<file path="config.mk">
export PLATFORM = sky130hd
export DESIGN_NAME = alu_control_md
export DESIGN_NICKNAME = d
export VERILOG_FILES = /design/src/rtl/alu_control_md.sv
export SDC_FILE = /design/constraint.sdc
export NUM_CORES = 1
export LEC_CHECK = 0
export CORE_MARGIN = 8
export CORE_UTILIZATION = 59
export CTS_CLUSTER_DIAMETER = 60
export CTS_CLUSTER_SIZE = 16
export DETAILED_ROUTE_END_ITERATION = 10
export PLACE_DENSITY = 0.82
export SLEW_MARGIN = 20
export SYNTH_ARGS = -nofsm -noshare
export SYNTH_HDL_FRONTEND = slang
export SYNTH_SLANG_ARGS = --single-unit
</file>
<file path="constraint.sdc">
create_clock -name clk -period 4.5 [get_ports clk]
set_input_delay 0.675 -clock clk [delete_from_list [all_inputs] [get_ports clk]]
set_output_delay 0.675 -clock clk [all_outputs]
set_load 0.03 [all_outputs]
</file>
<file path="src/rtl/alu_control_md.sv">
// ALU control with an iterative multiply/divide sequencer for the MIPS datapath.
// Decodes aluOp/funcCode into the ALU operation and raises a flag for codes it
// cannot decode. Runs mult/multu/div/divu over WIDTH iterations, keeps the
// HI/LO registers, and handles mfhi/mflo/mthi/mtlo.
// Ports:
//   clk, reset      clock, synchronous active-high reset
//   valid           the instruction in the decode/execute slot is real
//   aluOp, funcCode from main control / instruction[5:0]
//   rs_val, rt_val  operands (dividend/multiplicand/mt source, divisor/multiplier)
//   aluSignal       ALU operation (combinational)
//   illegal         undecodable code while valid (combinational)
//   resultSel       writeback source: 00 ALU, 01 HI, 10 LO (combinational)
//   stall           hold PC and the current instruction (combinational)
//   mdBusy          sequencer running (registered)
//   hi, lo          HI/LO registers
module alu_control_md #(
  parameter int WIDTH   = 32,
  parameter bit EXT_OPS = 1'b1
) (
  input  logic             clk,
  input  logic             reset,
  input  logic             valid,
  input  logic [1:0]       aluOp,
  input  logic [5:0]       funcCode,
  input  logic [WIDTH-1:0] rs_val,
  input  logic [WIDTH-1:0] rt_val,
  output logic [3:0]       aluSignal,
  output logic             illegal,
  output logic [1:0]       resultSel,
  output logic             stall,
  output logic             mdBusy,
  output logic [WIDTH-1:0] hi,
  output logic [WIDTH-1:0] lo
);

  localparam int CW = $clog2(WIDTH + 1);

  typedef enum logic [1:0] {IDLE, RUN, FIX} state_t;
  state_t state, state_d;

  logic bad, md_fn, op_start, op_mthi, op_mtlo, op_signed, issue;

  always_comb begin
    aluSignal = 4'b1111;
    bad       = 1'b0;
    md_fn     = 1'b0;
    resultSel = 2'b00;
    op_start  = 1'b0;
    op_mthi   = 1'b0;
    op_mtlo   = 1'b0;
    case (aluOp)
      2'b00: aluSignal = 4'b0010;
      2'b01: aluSignal = 4'b0110;
      2'b11: aluSignal = 4'b0001;
      default: begin
        if (EXT_OPS) begin
          case (funcCode)
            6'b100000, 6'b100001: aluSignal = 4'b0010;
            6'b100010, 6'b100011: aluSignal = 4'b0110;
            6'b100100: aluSignal = 4'b0000;
            6'b100101: aluSignal = 4'b0001;
            6'b100110: aluSignal = 4'b0011;
            6'b100111: aluSignal = 4'b1100;
            6'b101010: aluSignal = 4'b0111;
            6'b101011: aluSignal = 4'b1000;
            6'b011000, 6'b011001, 6'b011010, 6'b011011: begin
              aluSignal = 4'b0010;
              md_fn     = 1'b1;
              op_start  = 1'b1;
            end
            6'b010000: begin
              aluSignal = 4'b0010;
              md_fn     = 1'b1;
              resultSel = 2'b01;
            end
            6'b010001: begin
              aluSignal = 4'b0010;
              md_fn     = 1'b1;
              op_mthi   = 1'b1;
            end
            6'b010010: begin
              aluSignal = 4'b0010;
              md_fn     = 1'b1;
              resultSel = 2'b10;
            end
            6'b010011: begin
              aluSignal = 4'b0010;
              md_fn     = 1'b1;
              op_mtlo   = 1'b1;
            end
            default: bad = 1'b1;
          endcase
        end else begin
          case (funcCode)
            6'b100000: aluSignal = 4'b0010;
            6'b100010: aluSignal = 4'b0110;
            6'b100100: aluSignal = 4'b0000;
            6'b101010: aluSignal = 4'b0111;
            default:   bad = 1'b1;
          endcase
        end
      end
    endcase
  end

  // funct bit0 = 0 selects the signed variant, bit1 = 1 selects divide
  assign op_signed = ~funcCode[0];
  assign illegal   = valid & bad;
  assign stall     = valid & mdBusy & md_fn;
  assign issue     = valid & op_start & ~stall & (state == IDLE);

  // Shared datapath: acc holds the product high half / partial remainder,
  // qreg holds the multiplier / dividend-then-quotient, mcand the other operand.
  logic [WIDTH-1:0]   acc, qreg, mcand, abs_rs, abs_rt, quo, rem;
  logic [CW-1:0]      count;
  logic               is_div, neg_q, neg_r, div0;
  logic [WIDTH:0]     mul_sum, div_shift, div_diff;
  logic [2*WIDTH-1:0] prod;

  always_comb begin
    abs_rs    = (op_signed && rs_val[WIDTH-1]) ? -rs_val : rs_val;
    abs_rt    = (op_signed && rt_val[WIDTH-1]) ? -rt_val : rt_val;
    mul_sum   = {1'b0, acc} + {1'b0, (qreg[0] ? mcand : '0)};
    div_shift = {acc, qreg[WIDTH-1]};
    div_diff  = div_shift - {1'b0, mcand};
    prod      = neg_q ? -{acc, qreg} : {acc, qreg};
    quo       = div0 ? '1 : (neg_q ? -qreg : qreg);
    rem       = neg_r ? -acc : acc;
  end

  always_comb begin
    state_d = state;
    case (state)
      IDLE:    if (issue) state_d = RUN;
      RUN:     if (count == CW'(WIDTH - 1)) state_d = FIX;
      FIX:     state_d = IDLE;
      default: state_d = IDLE;
    endcase
  end

  always_ff @(posedge clk) begin
    if (reset) state <= IDLE;
    else       state <= state_d;
  end

  always_ff @(posedge clk) begin
    if (reset) begin
      mdBusy <= 1'b0;
      hi     <= '0;
      lo     <= '0;
      acc    <= '0;
      qreg   <= '0;
      mcand  <= '0;
      count  <= '0;
      is_div <= 1'b0;
      neg_q  <= 1'b0;
      neg_r  <= 1'b0;
      div0   <= 1'b0;
    end else begin
      mdBusy <= (state_d != IDLE);
      case (state)
        IDLE: begin
          if (issue) begin
            count  <= '0;
            acc    <= '0;
            is_div <= funcCode[1];
            div0   <= funcCode[1] && (rt_val == '0);
            neg_q  <= op_signed & (rs_val[WIDTH-1] ^ rt_val[WIDTH-1]);
            neg_r  <= op_signed & rs_val[WIDTH-1];
            if (funcCode[1]) begin
              qreg  <= abs_rs;
              mcand <= abs_rt;
            end else begin
              qreg  <= abs_rt;
              mcand <= abs_rs;
            end
          end else if (valid && op_mthi) begin
            hi <= rs_val;
          end else if (valid && op_mtlo) begin
            lo <= rs_val;
          end
        end
        RUN: begin
          count <= count + 1'b1;
          if (is_div) begin
            // restoring step: keep the subtraction only when it did not borrow
            if (!div_diff[WIDTH]) begin
              acc  <= div_diff[WIDTH-1:0];
              qreg <= {qreg[WIDTH-2:0], 1'b1};
            end else begin
              acc  <= div_shift[WIDTH-1:0];
              qreg <= {qreg[WIDTH-2:0], 1'b0};
            end
          end else begin
            acc  <= mul_sum[WIDTH:1];
            qreg <= {mul_sum[0], qreg[WIDTH-1:1]};
          end
        end
        FIX: begin
          if (is_div) begin
            hi <= rem;
            lo <= quo;
          end else begin
            {hi, lo} <= prod;
          end
        end
        default: ;
      endcase
    end
  end

endmodule

</file>
==> impl_metrics.ini <==
[critical_path]
cpMostUsedCell = o211ai_1
max_stage_delay_ns = 0.62
cp.depth = 12
path_delay_family = compound AO/OA/AOI/OAI gates
cp-start-kind = register
path_buf_inv = 1
reg2reg_depth = 12
required_ns = 4.83
path_max_fanout = 16
path_class = reg -> reg
worst_ep_arrival_time_ns = 4.26
cpMaxStageDelayCell = a211oi_1
critPathCaptureType = register
crit_chain = inv_1, nor2_1, ha_1, o211ai_1, o211ai_1, a41oi_1, a211oi_1, a21oi_1, o211ai_1, a31oi_1, xnor2_1, a221o_1

[layout]
fin_util_pct = 69.5
area_delta_synth_final_pct = 16.2
final-seq-area_um2 = 3460
final_nets = 2176
antenna_cells = 0
fin_cells = 2367
multi_input_area_um2 = 10300
fillers = 2050
drive_gt1_share_pct = 6.07

[worst_hold_path]
hold_depth = 2
min_path_type = reg -> reg

[timing]
hold_violations = 0
worst_pin_slew_ns = 1.06
fmax_ghz = 0.254
drv_slew = 0
relSlewSlack_pct = 29.3
post-route-min-period_ns = 3.94
rsz0062_at_grt = no
setup_tns_ns = 0
fin_crit_sh_pct = 87.5
skew_ns = 0.0124
setup_viol = 0

[power]
vdd_drop_max_mv = 0.168
cellLeakagePower_nw = 6.43
powerDensity_nw_per_um2 = 212

[logic_synthesis]
async_reset_ff_share_pct = 0
yosys-top-cells-area = dfxtp_1 24%, xnor2_1 6.7%, a21oi_1 6.6%
synth-edff-count = 0
syn_avg_cell_area_um2 = 7.43
yosysSeqAreaShare_pct = 23.9
synth_ff_type = dfxtp_1
syn_area_um2 = 14500
synth_top_area_cell = dfxtp_1
synth_top_cell_area_share_pct = 23.9
yosysUniqueCellTypes = 79
yosysWarnings = 0
ys_seq_elements = 173
synth_commonest_cells = 199 x nand2_1, 199 x nor2_1, 190 x a21oi_1, 173 x dfxtp_1, 124 x clkbuf_1
synthesis.nets = 2093
synth_cells = 1947

[cts]
clock_insertion_delay_worst_skew_ns = 0.44
cts_sinks = 173
post_cts_buffers = 0
holdBufCountCts = 0
cts.repair.resized = 0
clk_pin_slew_ns = 0.07
cts_made_buffers = 17
clk_path_buf_depth = 2
clockRootBuffer = clkbuf_16
cts_tree = yes
cts_max_level = 4

[route]
drtIter0Drc = 2289
vias_per_cell = 6.73
antenna_left = 0
drc = 0
drt_first_pass_iters = 6
avgRoutedWirePerCell_um = 23.3
wl_mm = 55.3
vias = 15923

[place]
hpwl_mm = 42.3
io_buffers = 147
place_inst = 2335
gp_congestion = 1.01

[outcome]
status = finished, final reports clean

[floorplanning]
die-area_um2 = 29800
die_h_um = 173
io_pins = 148
row_count = 57
start_util_pct = 59.8
coreArea_um2 = 24200
die_w_um = 173

[global_route]
antenna_found_initial = 0
globalRouteOverflowTotal = 0
grt_usage_pct = 35.2
grt_max_degree = 69
grt_pass1_wl_mm = 84.6
first_global_vias = 14643

[job]
cap_viol_max_count = 0
worst min-delay path: stages (launching register included):
cell	delay [ns]
dfxtp_1	0.31
nand2_1	0.05
a21oi_1	0.05
power by group:
part,internal (mW),switching (mW),leakage [nW]
logic,0.206,0.363,4.77
registers,1.54,0.00937,1.39
clock network,0.737,0.710,0.272
total,2.48,1.08,6.43
stage by stage:
| step | setup slack, ns | total power [mW] | hold slack (ns) | area, µm² |
|---|---|---|---|---|
| 5_1_grt | 0.354 | 3.64 | 0.469 | 16800 |
| 3_3_place_gp | 0.532 | 2.12 | 0.439 | 16300 |
| 3_5_place_dp | 0.461 | 2.12 | 0.445 | 16300 |
| 4_1_cts | 0.674 | 3.53 | 0.454 | 16800 |
| 2_1_floorplan | 1.31 | 1.88 | 0.432 | 14500 |
| 6_report | 0.564 | 3.56 | 0.454 | 16800 |
worst paths after layout:
check,from,to,slack (ns)
worst max-delay path,qreg[0],acc[28],0.56
worst min-delay path,lo[6],lo[6],0.45
worst max register to register,qreg[0],acc[28],0.56
worst min register to register,lo[6],lo[6],0.45
cell usage in the layout, fill, tap and decap left out, drive strengths merged, types with 28 or more instances in the layout:
master and n:
nor2 201, nand2 199, a21oi 191, dfxtp 173, clkdlybuf4s50 145, xnor2 110, o21ai 95, a211oi 91
ha 69, xor2 66, inv 65, buf 55, mux2i 45, nor3 35, o31ai 32, o211ai 31
nand3 29, o221ai 28
flip-flops by register name (all words and copies together), names as in the netlist:
signal,count
acc,32
count,6
div0,1
hi,32
is_div,1
lo,32
mcand,32
mdBusy,1
neg_q,1
neg_r,1
qreg,32
state,2
kinds of logic after synthesis:
logic type | Yosys count | share of synthesized area (%)
AOI/OAI and AO/OA | 654 | 29.9
xor gates and xnor gates | 176 | 10.7
adders and majority gates | 71 | 6.25
buffers and inverters | 197 | 5.23
DFF | 173 | 23.9
muxes | 56 | 3.97
and+or+nand+nor | 620 | 20.1
per-layer routing:
layer	global-route usage [%]	up-vias	wire [µm]	share of wire (%)
li1	-	7307	-	-
met1	47.3	7418	22700	41
met2	52.1	1036	23200	42
met3	8.21	162	6720	12
met4	17.2	0	2630	4.8
met5	0	-	0	0
layout make-up:
type                       instances  area share (%)
clock buffer                      19            2.64
sequential                       173            20.6
inverter                          61            1.36
multi-input combinational       1577            61.2
timing repair buffer             200            11.2
clock inverter                    13           0.633
tap                              324            2.41
Note: power is estimated with default switching activity, not from simulation.
